**config.mk**
```make
export PLATFORM = sky130hd
export DESIGN_NAME = sweep_controller
export DESIGN_NICKNAME = d
export VERILOG_FILES = /design/src/rtl/sweep_controller.sv
export SDC_FILE = /design/constraint.sdc
export NUM_CORES = 1
export LEC_CHECK = 0
export ABC_CLOCK_PERIOD_IN_PS = 3900
export CORE_MARGIN = 1
export CORE_UTILIZATION = 55
export CTS_BUF_LIST = sky130_fd_sc_hd__clkbuf_16
export DETAILED_ROUTE_END_ITERATION = 10
export PLACE_DENSITY = 0.82
export SLEW_MARGIN = 20
export SYNTH_ARGS = -nofsm -noshare
export SYNTH_HDL_FRONTEND = slang
export SYNTH_SLANG_ARGS = --single-unit
export TNS_END_PERCENT = 10
```
**constraint.sdc**
```tcl
create_clock -name clk -period 3.9 [get_ports clk]
set_input_delay 0.39 -clock clk [delete_from_list [all_inputs] [get_ports clk]]
set_output_delay 0.39 -clock clk [all_outputs]
set_load 0.05 [all_outputs]
```
**src/rtl/sweep_controller.sv**
```systemverilog
// rtl/sweep_controller.sv - up/down sweep counter between latched bounds with endpoint dwell
// and sweep-count limit.
module sweep_controller #(
  parameter int WIDTH   = 8,
  parameter int DWELL_W = 4
) (
  input  logic               clk,
  input  logic               rstn,
  input  logic [WIDTH-1:0]   cfg_lo,
  input  logic [WIDTH-1:0]   cfg_hi,
  input  logic [DWELL_W-1:0] cfg_dwell,
  input  logic [7:0]         cfg_sweeps,
  input  logic               start,
  input  logic               stop,
  output logic [WIDTH-1:0]   count,
  output logic               down,
  output logic               busy,
  output logic               done,
  output logic               cfg_err
);

  typedef enum logic [2:0] {S_IDLE, S_UP, S_DWELL_HI, S_DOWN, S_DWELL_LO} state_t;

  state_t             r_state, w_state_nxt;
  logic [WIDTH-1:0]   r_lo, r_hi, r_count, w_count_nxt;
  logic [DWELL_W-1:0] r_dwell, r_dwell_cnt, w_dwell_cnt_nxt;
  logic [7:0]         r_sweeps, r_sweep_cnt, w_sweep_cnt_nxt;
  logic               r_down, r_busy, r_done, r_cfg_err;
  logic               w_done_nxt, w_cfg_err_nxt, w_latch;

  logic [WIDTH-1:0]   w_count_inc, w_count_dec;
  logic [7:0]         w_sweep_inc;
  logic               w_accept, w_up_end, w_down_end, w_dwell_end, w_last, w_abort;

  assign w_count_inc = r_count + 1'b1;
  assign w_count_dec = r_count - 1'b1;
  assign w_sweep_inc = r_sweep_cnt + 8'd1;
  assign w_accept    = start && (cfg_lo < cfg_hi);
  assign w_up_end    = (w_count_inc == r_hi);
  assign w_down_end  = (w_count_dec == r_lo);
  assign w_dwell_end = (r_dwell_cnt == DWELL_W'(1));
  assign w_last      = (r_sweeps != 8'd0) && (w_sweep_inc == r_sweeps);
  assign w_abort     = stop && (r_state != S_IDLE);

  always_ff @(posedge clk or negedge rstn) begin
    if (!rstn) begin
      r_state     <= S_IDLE;
      r_lo        <= '0;
      r_hi        <= '0;
      r_dwell     <= '0;
      r_sweeps    <= '0;
      r_count     <= '0;
      r_dwell_cnt <= '0;
      r_sweep_cnt <= '0;
      r_down      <= 1'b0;
      r_busy      <= 1'b0;
      r_done      <= 1'b0;
      r_cfg_err   <= 1'b0;
    end else begin
      r_state     <= w_state_nxt;
      r_count     <= w_count_nxt;
      r_dwell_cnt <= w_dwell_cnt_nxt;
      r_sweep_cnt <= w_sweep_cnt_nxt;
      r_down      <= (w_state_nxt == S_DWELL_HI) || (w_state_nxt == S_DOWN);
      r_busy      <= (w_state_nxt != S_IDLE);
      r_done      <= w_done_nxt;
      r_cfg_err   <= w_cfg_err_nxt;
      if (w_latch) begin
        r_lo     <= cfg_lo;
        r_hi     <= cfg_hi;
        r_dwell  <= cfg_dwell;
        r_sweeps <= cfg_sweeps;
      end
    end
  end

  always_comb begin
    w_state_nxt = r_state;
    case (r_state)
      S_IDLE:     if (w_accept) w_state_nxt = S_UP;
      S_UP:       if (w_up_end) w_state_nxt = (r_dwell != '0) ? S_DWELL_HI : S_DOWN;
      S_DWELL_HI: if (w_dwell_end) w_state_nxt = S_DOWN;
      S_DOWN: begin
        if (w_down_end) begin
          if (w_last)                w_state_nxt = S_IDLE;
          else if (r_dwell != '0)    w_state_nxt = S_DWELL_LO;
          else                       w_state_nxt = S_UP;
        end
      end
      S_DWELL_LO: if (w_dwell_end) w_state_nxt = S_UP;
      default:    w_state_nxt = S_IDLE;
    endcase
    if (w_abort) w_state_nxt = S_IDLE;
  end

  always_comb begin
    w_count_nxt     = r_count;
    w_dwell_cnt_nxt = r_dwell_cnt;
    w_sweep_cnt_nxt = r_sweep_cnt;
    w_done_nxt      = 1'b0;
    w_cfg_err_nxt   = 1'b0;
    w_latch         = 1'b0;
    case (r_state)
      S_IDLE: begin
        if (w_accept) begin
          w_latch         = 1'b1;
          w_count_nxt     = cfg_lo;
          w_sweep_cnt_nxt = 8'd0;
        end else if (start) begin
          w_cfg_err_nxt = 1'b1;
        end
      end
      S_UP: begin
        w_count_nxt = w_count_inc;
        if (w_up_end && (r_dwell != '0)) w_dwell_cnt_nxt = r_dwell;
      end
      S_DWELL_HI, S_DWELL_LO: w_dwell_cnt_nxt = r_dwell_cnt - 1'b1;
      S_DOWN: begin
        w_count_nxt = w_count_dec;
        if (w_down_end) begin
          // Saturate so an endless run (sweeps == 0) never wraps the counter.
          w_sweep_cnt_nxt = (r_sweep_cnt == 8'hFF) ? r_sweep_cnt : w_sweep_inc;
          if (w_last)              w_done_nxt      = 1'b1;
          else if (r_dwell != '0)  w_dwell_cnt_nxt = r_dwell;
        end
      end
      default: ;
    endcase
    if (w_abort) begin
      w_count_nxt = r_count;
      w_done_nxt  = 1'b0;
    end
  end

  assign count   = r_count;
  assign down    = r_down;
  assign busy    = r_busy;
  assign done    = r_done;
  assign cfg_err = r_cfg_err;

endmodule

```
# Yosys cells after proc, flatten, opt, wreduce, memory -nomap -nowiden
# Cells that the tools add are included.
dict set report word_totals {
  output_inout_bits 12
  word_cells 82
  mem_count 0
  in_bits 32
  ff_bits 55
  romBits 0
  latchBits 0
  mem_bits_rw 0
}
dict set report classes {
  n_reduce_logical 17
  n_div 0
  n_bitwise 1
  add_sub_neg 4
  n_shift 0
  n_eq_ne 17
  mux 30
  n_mul 0
  order_cmp 1
}
# cell n
set ops {}
lappend ops {{8-bit two-way mux} 4}
lappend ops {{8-bit equality test} 3}
lappend ops {{3-bit two-way mux} 8}
lappend ops {{8-bit one-hot mux with 3 select lines} 1}
lappend ops {{8-bit by 1-bit adder with 8-bit output, second input constant} 2}
lappend ops {{4-bit two-way mux} 4}
lappend ops {{8-bit one-hot mux with 2 select lines} 1}
lappend ops {{3-bit one-hot mux with 5 select lines} 1}
lappend ops {{3-bit by 2-bit equality test with 1-bit output, second input constant} 4}
lappend ops {{2-bit inequality test, second input constant} 6}
lappend ops {{4-bit one-hot mux with 3 select lines} 1}
lappend ops {{3-bit nonzero test} 4}
lappend ops {{1-bit two-way mux} 10}
lappend ops {{8-bit equality test, second input constant} 1}
lappend ops {{8-bit < comparator} 1}
lappend ops {{8-bit nonzero test} 1}
lappend ops {{8-bit by 1-bit subtractor with 8-bit output, second input constant} 1}
lappend ops {{5-bit AND reduction} 1}
lappend ops {{4-bit by 1-bit equality test with 1-bit output, second input constant} 1}
lappend ops {{1-bit logical AND} 4}
lappend ops {{4-bit AND reduction} 1}
lappend ops {{4-bit nonzero test} 1}
lappend ops {{4-bit by 1-bit subtractor with 4-bit output, second input constant} 1}
lappend ops {{3-bit by 1-bit equality test with 1-bit output, second input constant} 1}
lappend ops {{7 further kinds} 7}

# Depth between registers and ports, before layout
# Gate-level depths: netlist of run 1.
dict set report logic_depth {
  ltp_word 9
  depth_mapped 13
}

# Worst setup path after synthesis of run 1
# OpenSTA, ideal clock, no wires.
dict set report synth_path {
  path_type {reg2reg}
  startpoint {register r_count[0], in the netlist count[0]}
  endpoint {register r_sweep_cnt[5]}
  t_arrival_ps 3223
  setup_time_ps 124
  setup_slack_ps 553
  stages_incl_launch_ff 14
  cell_sequence {dfrtp_1 > clkbuf_1 > inv_1 > ha_1 > clkbuf_1 > o21ba_2 > a221o_1 > a222oi_1 > and2_1 > buf_6 > nor2_2 > or2_0 > buf_2 > a211o_1}
}
dict set report synth_via {
  elab_chain_len 4
}
# item line_no
set synth_rtl {}
lappend synth_rtl {{from (decl)} 25} ;# logic [WIDTH-1:0] r_lo, r_hi, r_count, w_count_nxt;
lappend synth_rtl {{from (signal assigned)} 61} ;# r_count <= w_count_nxt;
lappend synth_rtl {{8-bit by 1-bit subtractor with 8-bit output} 36} ;# assign w_count_dec = r_count - 1'b1;
lappend synth_rtl {{8-bit equality test} 40} ;# assign w_down_end = (w_count_dec == r_lo);
lappend synth_rtl {{2-bit inequality test (no source line)} n/a}
lappend synth_rtl {{4-bit AND reduction (no source line)} n/a}
lappend synth_rtl {{to (signal assigned)} 63} ;# r_sweep_cnt <= w_sweep_cnt_nxt;
lappend synth_rtl {{to (decl)} 27} ;# logic [7:0] r_sweeps, r_sweep_cnt, w_sweep_cnt_nxt;
# Every way passes these cells.
# A chain may end at the register's enable or synchronous reset.

# Worst setup path after layout of run 1
dict set report layout_path {
  startpoint {register r_count[2], in the netlist count[2]}
  endpoint {register r_sweep_cnt[5]}
}
# Same word-level chain as after synthesis.

==> qor.csv, run 1 <==
metric,value,unit
row count,29,
Tot Pwr,3050,µW
worst clock skew,11.0,ps
commonest cells in the netlist,"nand2_1 (83), dfrtp_1 (55), inv_1 (24), o21ai_0 (24), nor2_1 (23)",
beginning of the critical path,count[2],
GPL Wtd Cong,0.920,
Final setup violation count,0,
Setup crit start kind,flip-flop,
WS Path Type,reg2reg,
Clock Tree Root,clkbuf_16,
FILL cells,523,
antenna violations before repair,0,
setup TNS,0,ps
Post-Syn Area,0.00362,mm²
final std cells w/o fill,544,
Final Hold Fails,0,
area delta synth->final,16.1,%
Critical Path RT,4080,ps
"EDFF count, synth",0,
hold slack,76.2,ps
Worst path depth,7,
Least-Margin Pin Slew,946,ps
Mapped Nets,481,
global-route wire length before repair,15.4,mm
Leak Pwr,0.00190,µW
global route overflow,0,
Yosys warnings,0,
Crit path largest cell delay,600,ps
Worst setup endpoint,r_sweep_cnt[5],
FMAX,0.303,GHz
Post CTS Setup Buffer Count,0,
Syn Area/Cell,8.29,µm²
"top cells by area, synth","dfrtp_1 (38%), nand2_1 (8.6%), ha_1 (4.1%)",
register bit total from synthesis,55,
Worst-path clk slew,80,ps
post-DP HPWL,6.80,mm
Main synth FF type,dfrtp_1,
dpl cells,536,
Syn Inst Count,437,
clock buffer depth,2,
Worst EP arrival,3480,ps
I/O pins,44,
CTS Hold Bufs,0,
I/O Buffers,43,
Netlist cell types,61,
DR iter-0 viols,343,
TritonCTS clock tree,done,
R2R Setup Slk,600,ps
"Seq/Total Area, Yosys",38.0,%
die width,83.2,µm
clock latency on the worst-skew pair,300,ps
initial core utilization,57.1,%
via count,3349,
post-route ant nets,0,
WL/cell,16.7,µm
PostCTS Resize Cnt,0,
RSZ-0062 raised after global routing,false,
Yosys top cell area share,38.0,%
top-count cell post-synth,nand2_1,
share of layout cells above drive strength 1,4.50,%
die area,0.00692,mm²
Period minus WS final,3300,ps
RR Startpoint,count[2],
CP max-delay cell,or4_4,
max-cap check violation count,0,
ys async rst share,100,%
Pre-Repair DR Iteration Count,5,
vias in the first global route,3135,
Overall Global Routing Usage,27.8,%
cells on worst reg2reg path,7,
H-tree depth,2,
CTS Buf Count,5,
Final #Nets,510,
Sink Count,55,
DR vias/cell,6.16,
FF-to-FF End,r_sweep_cnt[5],
Hold Path Class,in2async,
fin crit share,84.6,%
Final Slew Violations,0,
diode count,0,
status,completed,
PwrDens,726,mW/mm²
Setup crit end kind,flip-flop,
Worst VDD drop,471,µV
core area,0.00635,mm²
largest net degree at the start of global routing,36,
Worst Path Buf+Inv,0,
cell family with most CP delay,simple AND/OR/NAND/NOR gates,
Slew HR,36.9,%
crit path cell chain,or4_4 -> or4_1 -> a222oi_1 -> and2_1 -> nor2_2 -> or2_0 -> a211o_1,
die height,83.2,µm
final wirelength,9.10,mm
detailed-route DRC error count,0,
"area leader, netlist",dfrtp_1,
Crit Path Max Fanout,20,
-- power by group --
part | switching, µW | leakage, µW | internal (µW)
registers | 332 | 0.000695 | 783
clock network | 217 | 0.0000658 | 237
logic | 854 | 0.00114 | 629
-- metrics by stage --
stage                     instance area (µm²)  setup slack (ps)  utilization [%]
after global placement                   4060               726             64.0
final                                    4210               600             66.2
after floorplan                          3620               553                -
after global routing                     4210               437             66.2
after detailed placement                 4060               665             64.0
after CTS                                4210               627             66.2
-- layer usage --
layer / global-route usage [%] / wire length (µm) / vias to the layer above
met1: 39.2 / 4110 / 1603
li1: - / - / 1605
met2: 44.5 / 4310 / 124
met4: 7.68 / 159 / 0
met5: 0 / 0 / -
met3: 4.67 / 521 / 17
-- cells by family (layout without fill, tap and decap cells) --
logic type / Yosys count / in the layout / share of synthesized area, %
buffers and inverters: 49 / 79 / 5.63
and+or+nand+nor: 187 / 187 / 24.6
muxes: 4 / 4 / 1.14
adders and majority gates: 13 / 13 / 4.42
DFF: 55 / 55 / 38.0
xor gates and xnor gates: 28 / 28 / 6.77
AOI/OAI and AO/OA: 101 / 101 / 19.4
-- placed cells by master, fill, tap and decap left out, types with 5 or more instances in the layout --
master and count:
a211o_1 5, a21o_1 6, a21oi_1 15, a221oi_1 5, and2_1 5, and3_1 5
clkbuf_16 5, clkdlybuf4s50_1 42, dfrtp_1 55, ha_1 12, inv_1 24, nand2_1 83
nand2b_1 7, nand3_1 17, nand4_1 6, nor2_1 23, nor2b_1 5, nor3_1 9
nor4_1 6, o21ai_0 24, o31ai_1 8, or3_1 7, xnor2_1 17, xor2_1 11
-- final cells by class --
type                            count  area [µm²]  share of cell area, %
Clock buffer                        5         125                   2.97
Clock inverter                      3        20.0                  0.476
Inverter                           24        90.1                   2.14
Multi-Input combinational cell    333        2040                   48.6
Sequential cell                    55        1380                   32.7
Tap cell                           77        96.3                   2.29
Timing Repair Buffer               47         455                   10.8
-- worst min-delay path by stage --
stage | startpoint | endpoint | slack, ps | cells past startpoint
final | rstn | r_dwell[2] | 80 | 1
after global routing | rstn | r_dwell[2] | 110 | 1
after CTS | rstn | count[2] | 90 | 1
after detailed placement | rstn | r_dwell_cnt[0] | 410 | 1
after global placement | rstn | r_dwell_cnt[1] | 400 | 1
after floorplan | rstn | busy | 90 | 0
-- sequential cells by signal, indices dropped and copies added, names as in the netlist --
name	flops
count	8
r_hi	8
r_sweep_cnt	8
r_sweeps	8
down	1
r_dwell	4
r_lo	8
busy	1
r_state	3
done	1
cfg_err	1
r_dwell_cnt	4
No activity file was read; power rests on OpenSTA's default activity.
==> run 2, diff against run 1 <==
- ABC_CLOCK_PERIOD_IN_PS: 3900 -> 3000
- CORE_UTILIZATION: 55 -> 51
- PLACE_DENSITY: 0.82 -> 0.8
- clock period: 3.9 -> 3 ns (I/O delays scaled with it)
==> run 2 against run 1 <==
Against the previous run: the run now ends with negative hold slack left; clock skew is 1.5 ps higher; clock power increased by 66%; final cell count is 6.8% higher; routed wire length up 4.0%; die area up 7.7%; flip-flop and latch count stayed put; largest cell class unchanged; highest routed layer unchanged.
==> qor.csv, run 2 (synthesis results as in run 1) <==
metric,value,unit,change
status,"complete, but fails checks",,was completed
failing checks,negative hold slack,,
PwrDens,962,mW/mm²,was 726 mW/mm²
initial core utilization,53.0,%,was 57.1%
Leak Pwr,0.00202,µW,was 0.00190 µW
post-DP HPWL,6.91,mm,was 6.80 mm
vias in the first global route,3238,,was 3135
clock buffer depth,2,,unchanged
core area,0.00683,mm²,was 0.00635 mm²
Worst-path clk slew,80,ps,about the same
Final Slew Violations,0,,unchanged
global-route wire length before repair,16.0,mm,was 15.4 mm
RR Startpoint,count[3],,was count[2]
Least-Margin Pin Slew,603,ps,was 946 ps
RSZ-0062 raised after global routing,false,,unchanged
share of layout cells above drive strength 1,9.69,%,was 4.50%
WS Path Type,reg2reg,,unchanged
diode count,0,,unchanged
final std cells w/o fill,581,,was 544
met1 Usage GRT,39.8,%,was 39.2%
die area,0.00745,mm²,was 0.00692 mm²
GRT met2 Usage,43.1,%,was 44.5%
"commonest non-fill, non-tap cell in the layout",nand2_1,,unchanged
layer with the highest usage,met2,,unchanged
setup TNS,0,ps,unchanged
Pre-Repair DR Iteration Count,5,,unchanged
M3 GR Usage,3.43,%,was 4.67%
Sink Count,55,,unchanged
fin crit share,97.7,%,was 84.6%
Final #Nets,528,,was 510
die width,86.3,µm,was 83.2 µm
via count,3444,,was 3349
Setup crit start kind,flip-flop,,unchanged
CTS Buf Count,5,,unchanged
Overall Global Routing Usage,27.6,%,was 27.8%
Period minus WS final,2930,ps,was 3300 ps
Hold Path Class,in2async,,unchanged
H-tree depth,2,,unchanged
Crit Path Max Fanout,7,,was 20
CTS Hold Bufs,0,,unchanged
final wirelength,9.46,mm,was 9.10 mm
FMAX,0.341,GHz,was 0.303 GHz
largest net degree at the start of global routing,42,,was 36
global route overflow,0,,unchanged
Worst VDD drop,407,µV,was 471 µV
Final Hold Fails,20,,was 0
DR iter-0 viols,289,,was 343
die height,86.3,µm,was 83.2 µm
beginning of the critical path,count[3],,was count[2]
hold slack,-20.2,ps,was 76.2 ps
GPL Wtd Cong,0.918,,was 0.920
Final setup violation count,0,,unchanged
TritonCTS clock tree,done,,unchanged
WL/cell,16.3,µm,was 16.7 µm
antenna violations before repair,0,,unchanged
area delta synth->final,22.6,%,was 16.1%
max-cap check violation count,0,,unchanged
Worst EP arrival,3110,ps,was 3480 ps
I/O Buffers,43,,unchanged
Clock Tree Root,clkbuf_16,,unchanged
I/O pins,44,,unchanged
clock latency on the worst-skew pair,300,ps,about the same
post-route ant nets,0,,unchanged
row count,30,,was 29
Setup crit end kind,flip-flop,,unchanged
dpl cells,569,,was 536
worst clock skew,12.5,ps,was 11.0 ps
Critical Path RT,3180,ps,was 4080 ps
most frequent cells in the layout,"nand2_1 (83), dfrtp_1 (50), clkdlybuf4s50_1 (42)",,"was nand2_1 (83), dfrtp_1 (55), clkdlybuf4s50_1 (42)"
Slew HR,59.4,%,was 36.9%
DR vias/cell,5.93,,was 6.16
detailed-route DRC error count,0,,unchanged
[run 2: changes by cell type in the layout (fill, tap and decap cells not counted), moves of 2 or more]
cell	change
buf_4	+17
bufinv_16	+2
clkinvlp_4	-2
dfrtp_2	+5
dfrtp_1	-5
[run 2: repair_timing]
item / CTS / global route
gates resized for setup: 1 / 5
pin swaps: 0 / 4
setup endpoints to repair: 1 / 2
setup buffers: 0 / 4
[run 2: final timing paths]
path | cells past startpoint | endpoint | slack (ps)
hold / removal | 1 | count[4] | -20
setup / recovery | 7 | r_sweep_cnt[5] | 70
hold reg to reg | 2 | r_lo[1] | 500
setup reg to reg | 7 | r_sweep_cnt[5] | 70
min in group clk | 2 | r_lo[1] | 500
max in group asynchronous | 2 | r_state[2] | 2370
[run 2: final cells by class]
class	instances	area, µm²
tap	96	120
clock buffer	5	125
timing repair buffer	65	603
inverter	24	90.1
fill	570	2390
clock inverter	3	63.8
sequential	55	1380
multi-input combinational	333	2060
[run 2: per-layer routing]
layer / wire length (µm) / part of all wire [%]
met5: 0 / 0
met4: 208 / 2.2
met3: 577 / 6.1
met2: 4340 / 46
met1: 4330 / 46
[run 2: metrics by stage]
stage                     total power, µW  setup WS (ps)  hold WS, ps  area (µm²)  utilization [%]
after floorplan                      2860           5.99         4.41        3650                -
after global placement               3420           69.9          305        4210             61.6
after detailed placement             3480           22.3          315        4210             61.6
after CTS                            4230           65.3         5.37        4400             64.4
after global routing                 4560           3.05         17.7        4440             65.0
final                                4280           70.0        -20.2        4440             65.0
[run 2: power by group]
group / internal (µW) / switching, µW / total [µW]
logic: 924 / 1290 / 2210
registers: 1030 / 284 / 1310
clock network: 476 / 276 / 752
[run 2: critical path: stages, from the launching register on]
cell,delay (ps)
dfrtp_2,410
or4_4,540
or4_4,490
a222oi_1,450
and2_4,290
nor2_2,70
or2_4,270
a211o_1,290
==> run 3, diff against run 2 <==
- CTS_BUF_LIST: sky130_fd_sc_hd__clkbuf_16 -> default
==> run 3 against run 2 <==
Against the previous run: die area did not move; largest cell class unchanged; register-to-register slack barely moved; routed wire length shrank 0.75%; clock power decreased by 22%; the flow now finishes without violations; non-clock buffer count is 1 higher; final cell count rose by 0.17%; power decreased by 4.0%; critical path type unchanged; design area is 1.0% lower.
==> qor.csv, run 3 (synthesis results as in run 1) <==
metric,value,unit,change
Least-Margin Pin Slew,619,ps,was 603 ps
final std cells w/o fill,582,,was 581
Final Slew Violations,0,,unchanged
Worst EP arrival,3130,ps,was 3110 ps
Clock Tree Root,clkbuf_8,,was clkbuf_16
Slew HR,58.3,%,was 59.4%
initial core utilization,53.0,%,unchanged
Hold Path Class,in2async,,unchanged
Period minus WS final,2930,ps,about the same
TritonCTS clock tree,done,,unchanged
final wirelength,9.39,mm,was 9.46 mm
status,completed,,"was complete, but fails checks"
GPL Wtd Cong,0.918,,unchanged
post-route ant nets,0,,unchanged
area delta synth->final,21.3,%,was 22.6%
Sink Count,55,,unchanged
H-tree depth,2,,unchanged
core area,0.00683,mm²,unchanged
"commonest non-fill, non-tap cell in the layout",nand2_1,,unchanged
Worst-path clk slew,100,ps,was 80 ps
crit path cell chain,or4_4 -> or4_4 -> a222oi_1 -> and2_4 -> nor2_2 -> or2_4 -> a211o_1,,unchanged
Final Hold Fails,0,,was 20
DP Area,0.00421,mm²,unchanged
Leak Pwr,0.00199,µW,was 0.00202 µW
most frequent cells in the layout,"nand2_1 (83), dfrtp_1 (50), clkdlybuf4s50_1 (42)",,unchanged
global route overflow,0,,unchanged
CTS Buf Count,5,,unchanged
Overall Global Routing Usage,27.4,%,was 27.6%
Worst VDD drop,402,µV,was 407 µV
antenna violations before repair,0,,unchanged
DR iter-0 viols,264,,was 289
I/O Buffers,43,,unchanged
Crit Path Max Fanout,7,,unchanged
Sequential Power Share,31.8,%,was 30.7%
fin crit share,97.6,%,was 97.7%
clock buffer depth,2,,unchanged
Final setup violation count,0,,unchanged
"most used cell, CP",or4_4,,unchanged
I/O pins,44,,unchanged
via count,3422,,was 3444
global-route wire length before repair,15.9,mm,was 16.0 mm
Setup crit start kind,flip-flop,,unchanged
RSZ-0062 raised after global routing,false,,unchanged
largest net degree at the start of global routing,42,,unchanged
FILL cells,570,,unchanged
switching component of the power,1820,µW,was 1850 µW
WL/cell,16.1,µm,was 16.3 µm
Crit path largest cell delay,540,ps,about the same
fin area,0.00440,mm²,was 0.00444 mm²
die height,86.3,µm,unchanged
CP max-delay cell,or4_4,,unchanged
worst clock skew,10.9,ps,was 12.5 ps
Net Sw Frac,44.3,%,was 43.2%
vias in the first global route,3208,,was 3238
die area,0.00745,mm²,unchanged
DR vias/cell,5.88,,was 5.93
row count,30,,unchanged
Int Power,2290,µW,was 2430 µW
combinational share of power,54.0,%,was 51.7%
detailed-route DRC error count,0,,unchanged
clock latency on the worst-skew pair,310,ps,was 300 ps
dpl cells,569,,unchanged
Setup crit end kind,flip-flop,,unchanged
diode count,0,,unchanged
Clk pwr share,14.2,%,was 17.6%
max-cap check violation count,0,,unchanged
Pre-Repair DR Iteration Count,5,,unchanged
FMAX,0.341,GHz,about the same
Final #Nets,529,,was 528
setup TNS,0,ps,unchanged
PwrDens,934,mW/mm²,was 962 mW/mm²
die width,86.3,µm,unchanged
post-DP HPWL,6.91,mm,unchanged
share of layout cells above drive strength 1,9.67,%,was 9.69%
WS Path Type,reg2reg,,unchanged
Critical Path RT,3200,ps,was 3180 ps
[run 3: changes by cell type in the layout (fill, tap and decap cells not counted)]
cell           previous run  this run
clkbuf_8                  0         5
clkbuf_16                 5         0
clkbuf_1                  0         1
dlygate4sd3_1             0         1
inv_1                    25        24
[run 3: power by group through the flow]
stage	Sequential [µW]	Combinational (µW)	Clock, µW
4_1_cts	1300	2180	590
5_1_grt	1350	2420	622
2_1_floorplan	1450	1400	0
6_report	1310	2220	583
3_3_place_gp	1310	2120	0
3_5_place_dp	1320	2160	0
[run 3: cell type report]
| type | instances | area (µm²) | area share [%] |
|---|---|---|---|
| clock buffer | 6 | 72.6 | 1.65 |
| clock inverter | 2 | 60.1 | 1.37 |
| inverter | 24 | 90.1 | 2.05 |
| multi-input combinational | 333 | 2060 | 46.8 |
| sequential | 55 | 1380 | 31.4 |
| tap | 96 | 120 | 2.73 |
| timing repair buffer | 66 | 613 | 13.9 |
[run 3: worst paths after layout]
path	startpoint	cells after the start	endpoint	slack [ps]
max	count[3]	7	r_sweep_cnt[5]	70
min	rstn	2	count[4]	500
max reg2reg	count[3]	7	r_sweep_cnt[5]	70
min reg2reg	r_lo[1]	2	r_lo[1]	500
max in group asynchronous	rstn	3	r_state[2]	1850
min in group clk	r_lo[1]	2	r_lo[1]	500
[run 3: what timing repair did]
action | 4_1_cts | 5_1_grt
pin swaps | 0 | 4
buffers inserted | 0 | 4
hold endpoints to repair | 20 | 0
gates cloned | 0 | 0
resized for setup | 1 | 5
endpoints found under the setup margin | 1 | 2
hold buffers | 1 | 0
[run 3: per-layer routing]
layer	global-route usage [%]	up-vias	wire (µm)
li1	-	1640	-
met1	39.8	1597	4230
met2	42.6	159	4320
met3	2.86	26	561
met4	9.85	0	272
met5	0	-	0
[run 3: stage by stage]
stage / total power, µW / hold slack, ps / util (%) / worst slack (ps)
6_report: 4110 / 495 / 64.4 / 70.9
5_1_grt: 4390 / 525 / 64.4 / 1.21
4_1_cts: 4070 / 501 / 63.8 / 58.0
3_5_place_dp: 3480 / 315 / 61.6 / 22.3
3_3_place_gp: 3420 / 305 / 61.6 / 69.9
2_1_floorplan: 2860 / 4.41 / - / 5.99
[run 3: critical path, delay by kind of cell (launching register included)]
family	cells	cell delay [ps]
compound gates	2	730
flops	1	410
simple gates	5	1660
